<file path="src/rtl/io_pixel_streamer.sv">
// Memory read-out streamer: walks a word range, splits each word into PIXEL-bit
// pixels (MSB first) and presents them one at a time on a valid/ready port.
module io_pixel_streamer #(
    parameter int WIDTH     = 24,
    parameter int PIXEL     = 8,
    parameter int ADDR_STEP = 1
) (
    input  logic             clk,
    input  logic             rst,
    input  logic             start,
    input  logic [WIDTH-1:0] base_addr,
    input  logic [WIDTH-1:0] word_count,
    output logic [WIDTH-1:0] mem_addr,
    input  logic [WIDTH-1:0] mem_rd,
    output logic [PIXEL-1:0] px_data,
    output logic             px_valid,
    input  logic             px_ready,
    output logic             busy,
    output logic             done,
    output logic [2:0]       dbg_state
);

    localparam int PPW  = WIDTH / PIXEL;
    localparam int IDXW = (PPW > 1) ? $clog2(PPW) : 1;
    localparam logic [IDXW-1:0] LAST_IDX = IDXW'(PPW - 1);

    if (WIDTH % PIXEL != 0) begin : g_bad_width
        $error("io_pixel_streamer: WIDTH must be a multiple of PIXEL");
    end

    // Pixel port: a pixel transfers on a cycle where px_valid && px_ready.
    // Once px_valid is raised it stays high with px_data frozen until that transfer.
    typedef enum logic [2:0] {
        S_IDLE = 3'd0,
        S_REQ  = 3'd1,
        S_CAPT = 3'd2,
        S_EMIT = 3'd3,
        S_FIN  = 3'd4
    } state_t;

    state_t state, state_nx;

    logic [WIDTH-1:0] addr;
    logic [WIDTH-1:0] remaining;
    logic [WIDTH-1:0] word_q;
    logic [IDXW-1:0]  px_idx;
    logic             last_px;

    assign last_px   = (px_idx == LAST_IDX);
    assign dbg_state = state;

    always_comb begin
        state_nx = state;
        px_valid = 1'b0;
        px_data  = '0;
        busy     = 1'b1;
        done     = 1'b0;
        case (state)
            S_IDLE: begin
                busy = 1'b0;
                if (start) begin
                    state_nx = (word_count != '0) ? S_REQ : S_FIN;
                end
            end
            S_REQ:  state_nx = S_CAPT;
            S_CAPT: state_nx = S_EMIT;
            S_EMIT: begin
                px_valid = 1'b1;
                px_data  = word_q[(PPW - 1 - int'(px_idx)) * PIXEL +: PIXEL];
                if (px_ready && last_px) begin
                    state_nx = (remaining > WIDTH'(1)) ? S_REQ : S_FIN;
                end
            end
            S_FIN: begin
                done     = 1'b1;
                state_nx = S_IDLE;
            end
            default: state_nx = S_IDLE;
        endcase
    end

    always_ff @(posedge clk or posedge rst) begin
        if (rst) begin
            state     <= S_IDLE;
            addr      <= '0;
            remaining <= '0;
            word_q    <= '0;
            px_idx    <= '0;
            mem_addr  <= '0;
        end else begin
            state <= state_nx;
            case (state)
                S_IDLE: begin
                    if (start && word_count != '0) begin
                        addr      <= base_addr;
                        remaining <= word_count;
                    end
                end
                S_REQ: mem_addr <= addr;
                S_CAPT: begin
                    word_q <= mem_rd;
                    px_idx <= '0;
                end
                S_EMIT: begin
                    if (px_ready) begin
                        if (last_px) begin
                            px_idx    <= '0;
                            remaining <= remaining - WIDTH'(1);
                            // Address only advances when another word follows; wraps naturally.
                            if (remaining > WIDTH'(1)) begin
                                addr <= addr + WIDTH'(ADDR_STEP);
                            end
                        end else begin
                            px_idx <= px_idx + IDXW'(1);
                        end
                    end
                end
                default: ;
            endcase
        end
    end

endmodule
</file>
<file path="config.mk">
export PLATFORM = sky130hd
export DESIGN_NAME = io_pixel_streamer
export DESIGN_NICKNAME = d
export VERILOG_FILES = /design/src/rtl/io_pixel_streamer.sv
export SDC_FILE = /design/constraint.sdc
export NUM_CORES = 1
export LEC_CHECK = 0
export ABC_AREA = 1
export CORE_MARGIN = 2
export CORE_UTILIZATION = 26
export DETAILED_ROUTE_END_ITERATION = 6
export GPL_ROUTABILITY_DRIVEN = 0
export PLACE_DENSITY = 0.53
export SLEW_MARGIN = 15
export SYNTH_ARGS = -nofsm -noshare
export SYNTH_HDL_FRONTEND = slang
export SYNTH_SLANG_ARGS = --single-unit
</file>
<file path="constraint.sdc">
create_clock -name clk -period 3.15 [get_ports clk]
set_input_delay 0.4725 -clock clk [delete_from_list [all_inputs] [get_ports clk]]
set_output_delay 0.4725 -clock clk [all_outputs]
set_load 0.01 [all_outputs]
</file>
==> insert_results.sql <==
INSERT INTO impl_metrics (metric_group, metric, value, unit) VALUES
('global_route', 'globalRouteTotalUtil', '0.147', ''),
('floorplanning', 'boundaryPins', '114', ''),
('synthesis', 'area_share_of_and_or_nand_nor_cells_after_synthesis', '0.389', ''),
('sta', 'finalWorstSetupSlack', '0.214', 'ns'),
('clock_network', 'path_clk_slew', '0.07', 'ns'),
('min_path', 'hold_path.class', 'flop to flop', ''),
('power', 'cell_leakage_power', '3.74', 'nW'),
('synthesis', 'synth.area.top_cells', 'sky130_fd_sc_hd__dfrtp_1 41%, sky130_fd_sc_hd__nand2_1 23%, sky130_fd_sc_hd__nand3_1 5.6%', ''),
('global_route', 'grt_pass1_vias', '5471', ''),
('global_route', 'globalRouteOverflowTotal', '0', ''),
('clock_network', 'cts_root_buffer', 'sky130_fd_sc_hd__clkbuf_16', ''),
('detailed_routing', 'number_of_drc_markers_in_iteration_0', '335', ''),
('global_route', 'grt_start_max_net_pins', '56', ''),
('finish', 'n_antenna_cell', '0', ''),
('detailed_routing', 'remaining_drc_errors', '0', ''),
('sta', 'max_freq', '341', 'MHz'),
('power', 'clkPwrFrac', '0.148', ''),
('sta', 'timing_worst_slew_pin_value', '1.09', 'ns'),
('sta', 'max_slew_margin', '0.269', ''),
('detailed_routing', 'via_per_inst', '4.45', ''),
('detailed_routing', 'route.vias.total', '5850', ''),
('sta', 'layout_worst_path_cycle_share', '0.932', ''),
('global_route', 'grt_pass1_wl', '28.8', 'mm'),
('floorplanning', 'floorplan.die_area', '25200', 'um2'),
('synthesis', 'synth_xor_xnor_area_share', '0.00141', ''),
('synthesis', 'postSynthRegisterBits', '101', ''),
('synthesis', 'synth_sequential_area_ratio', '0.407', ''),
('synthesis', 'synthMuxAreaShare', '0.0435', ''),
('floorplanning', 'chipHeight', '159', 'um'),
('clock_network', 'clk_lat_worst_skew', '0.36', 'ns'),
('place', 'dpl.hpwl', '13.0', 'mm'),
('detailed_routing', 'routedWlPerCell', '13.6', 'um'),
('synthesis', 'synthesis.yosys.warnings', '0', ''),
('synthesis', 'post-synth-top-area-fraction', '0.407', ''),
('synthesis', 'synth_compound_area_frac', '0.0737', ''),
('detailed_routing', 'first_pass_iters', '5', ''),
('power', 'power_switching_share', '0.461', ''),
('setup_path', 'critical_path_arrival', '2.46', 'ns'),
('synthesis', 'synthesis.area', '6220', 'um2'),
('clock_network', 'cts_buffers', '9', ''),
('power', 'relative_contribution_of_sequential_cells_to_total_power', '0.319', ''),
('detailed_routing', 'drt_wl_total', '17.9', 'mm'),
('synthesis', 'syn_inst', '888', ''),
('run_status', 'status', 'finished clean', ''),
('clock_network', 'hold_buffers', '0', ''),
('clock_network', 'cts_tree', 'done', ''),
('finish', 'mostFrequentLayoutCells', '378 x sky130_fd_sc_hd__nand2_1, 113 x sky130_fd_sc_hd__clkdlybuf4s50_1, 101 x sky130_fd_sc_hd__dfrtp_1', ''),
('setup_path', 'worstSetupEndpointType', 'output pin', ''),
('setup_path', 'crit_required', '2.68', 'ns'),
('floorplanning', 'placeableCoreArea', '23500', 'um2'),
('sta', 'report.final.slew_viol_count', '0', ''),
('global_route', 'number_of_antenna_violations_at_the_first_check_in_global_routing', '0', ''),
('floorplanning', 'floorplan.initialDensity', '0.265', ''),
('setup_path', 'worst_setup_path_start_kind', 'flop', ''),
('clock_network', 'cts_htree_levels', '3', ''),
('sta', 'finClkSkew', '0.0135', 'ns'),
('job', 'timing.max_cap.violations', '0', ''),
('floorplanning', 'chip_width', '159', 'um'),
('detailed_routing', 'drt.antenna.violating_nets', '0', ''),
('sta', 'period_minus_slack', '2.94', 'ns'),
('synthesis', 'synth.lib_cells_used.distinct', '39', ''),
('power', 'cellPowerDensity', '963', 'nW/um2'),
('clock_network', 'post_cts_repair_timing_setup_buffer_count', '0', ''),
('power', 'final_total_power', '7.65', 'mW'),
('power', 'cellInternalPower', '4.13', 'mW'),
('place', 'place_worst_setup_slack', '0.514', 'ns'),
('clock_network', 'cts.path.max_buffers', '2', ''),
('setup_path', 'worstSetupPathType', 'flop to output pin', ''),
('power', 'power.ir.vdd_worst', '0.000414', 'V'),
('floorplanning', 'std_cell_rows', '56', ''),
('finish', 'syn_to_final_growth', '27.9', '%');
[synthesized netlist by cell type]
master / n
sky130_fd_sc_hd__a21o_1: 1
sky130_fd_sc_hd__nor2_4: 3
sky130_fd_sc_hd__buf_1: 1
sky130_fd_sc_hd__dfrtp_1: 101
sky130_fd_sc_hd__a21oi_1: 16
sky130_fd_sc_hd__ha_1: 7
sky130_fd_sc_hd__xor2_1: 1
sky130_fd_sc_hd__o21bai_1: 2
sky130_fd_sc_hd__o21ai_1: 3
sky130_fd_sc_hd__a31oi_1: 2
sky130_fd_sc_hd__inv_1: 63
sky130_fd_sc_hd__nor3_1: 1
sky130_fd_sc_hd__o21a_1: 2
sky130_fd_sc_hd__nand2_8: 1
sky130_fd_sc_hd__nand3_4: 1
sky130_fd_sc_hd__nand2_4: 2
sky130_fd_sc_hd__nor2_2: 9
sky130_fd_sc_hd__inv_2: 7
sky130_fd_sc_hd__a21oi_2: 1
sky130_fd_sc_hd__mux2_2: 24
sky130_fd_sc_hd__nand3_2: 2
sky130_fd_sc_hd__buf_4: 3
sky130_fd_sc_hd__nand3_1: 70
sky130_fd_sc_hd__o31ai_1: 2
sky130_fd_sc_hd__a211oi_1: 2
sky130_fd_sc_hd__nand2_1: 378
sky130_fd_sc_hd__o22ai_1: 1
sky130_fd_sc_hd__a21oi_4: 2
sky130_fd_sc_hd__buf_6: 6
sky130_fd_sc_hd__nand2_2: 8
sky130_fd_sc_hd__o21ai_0: 41
sky130_fd_sc_hd__o211ai_1: 4
sky130_fd_sc_hd__nand4_1: 13
sky130_fd_sc_hd__or2_1: 1
sky130_fd_sc_hd__nand3b_1: 1
sky130_fd_sc_hd__nor2_1: 83
sky130_fd_sc_hd__clkbuf_1: 10
sky130_fd_sc_hd__or2_2: 3
sky130_fd_sc_hd__buf_2: 10
[routing by layer]
layer / track usage / wire (um) / part of all wire
met4: 0.0266 / 197 / 0.011
met2: 0.246 / 8460 / 0.47
met3: 0.0302 / 814 / 0.046
met1: 0.199 / 8400 / 0.47
met5: 0 / 0 / 0
[cells by family after synthesis]
group,count (synthesis)
muxes,24
xor gates and xnor gates,1
AOI/OAI and AO/OA,79
and+or+nand+nor,576
DFF,101
adders and majority gates,7
buffers and inverters,100
[state kept, by name, summed over array words and instances (netlist names)]
signal,count
px_idx,2
word_q,24
mem_addr,24
addr,24
remaining,24
dbg_state,3
[path summary, 6_finish.rpt]
| kind | from | cells after the start | endpoint | slack [ns] |
|---|---|---|---|---|
| worst max register to register | dbg_state[1]$_DFFE_PP0P_ | 9 | addr[2]$_DFFE_PP0P_ | 1.09 |
| worst min-delay path | mem_addr[13]$_DFFE_PP0P_ | 2 | mem_addr[13]$_DFFE_PP0P_ | 0.48 |
| worst min register to register | mem_addr[13]$_DFFE_PP0P_ | 2 | mem_addr[13]$_DFFE_PP0P_ | 0.48 |
| max in group asynchronous | rst | 3 | mem_addr[23]$_DFFE_PP0P_ | 1.91 |
| min in group asynchronous | rst | 2 | addr[14]$_DFFE_PP0P_ | 0.52 |
| worst max-delay path | px_idx[0]$_DFFE_PP0P_ | 6 | px_data[4] | 0.21 |
[worst max-delay path, cell delays in order, from the launching register on]
cell                              delay, ns
sky130_fd_sc_hd__dfrtp_1               0.48
sky130_fd_sc_hd__inv_1                 0.09
sky130_fd_sc_hd__ha_1                  0.46
sky130_fd_sc_hd__nor2_2                0.27
sky130_fd_sc_hd__nand2_1               0.08
sky130_fd_sc_hd__a21oi_1               0.17
sky130_fd_sc_hd__clkdlybuf4s50_1       0.56
[power by group through the flow]
stage          logic (mW)  registers [mW]  clock network (mW)
2_1_floorplan        2.91            2.37                   0
3_3_place_gp         4.07            2.45                   0
3_5_place_dp         4.12            2.45                   0
4_1_cts              4.13            2.43                1.17
5_1_grt              4.67            2.54                1.22
6_report             4.08            2.44                1.13
[through the flow]
| step | instances | cell area [um2] | util | hold slack, ns |
|---|---|---|---|---|
| 6_report | 1315 | 7950 | 0.339 | 0.481 |
| 5_1_grt | 1315 | 7950 | 0.339 | 0.517 |
| 4_1_cts | 1315 | 7950 | 0.339 | 0.490 |
| 3_5_place_dp | 1300 | 7660 | 0.326 | 0.473 |
| 3_3_place_gp | 1300 | 7660 | 0.326 | 0.467 |
| 2_1_floorplan | 888 | 6220 | - | 0.470 |
[timing repair]
item | in CTS | in global routing
endpoints found under the setup margin | 0 | 6
resized for setup | 0 | 1
endpoints found under the hold margin | 0 | 0
[cell type report]
type / instances / area (um2)
fill: 2554 / 15500
multi-input combinational: 687 / 3250
sequential: 101 / 2530
timing repair buffer: 123 / 1220
tap: 319 / 399
inverter: 70 / 265
clock buffer: 10 / 229
clock inverter: 5 / 60.1
Note: power is estimated with default switching activity, not from simulation.
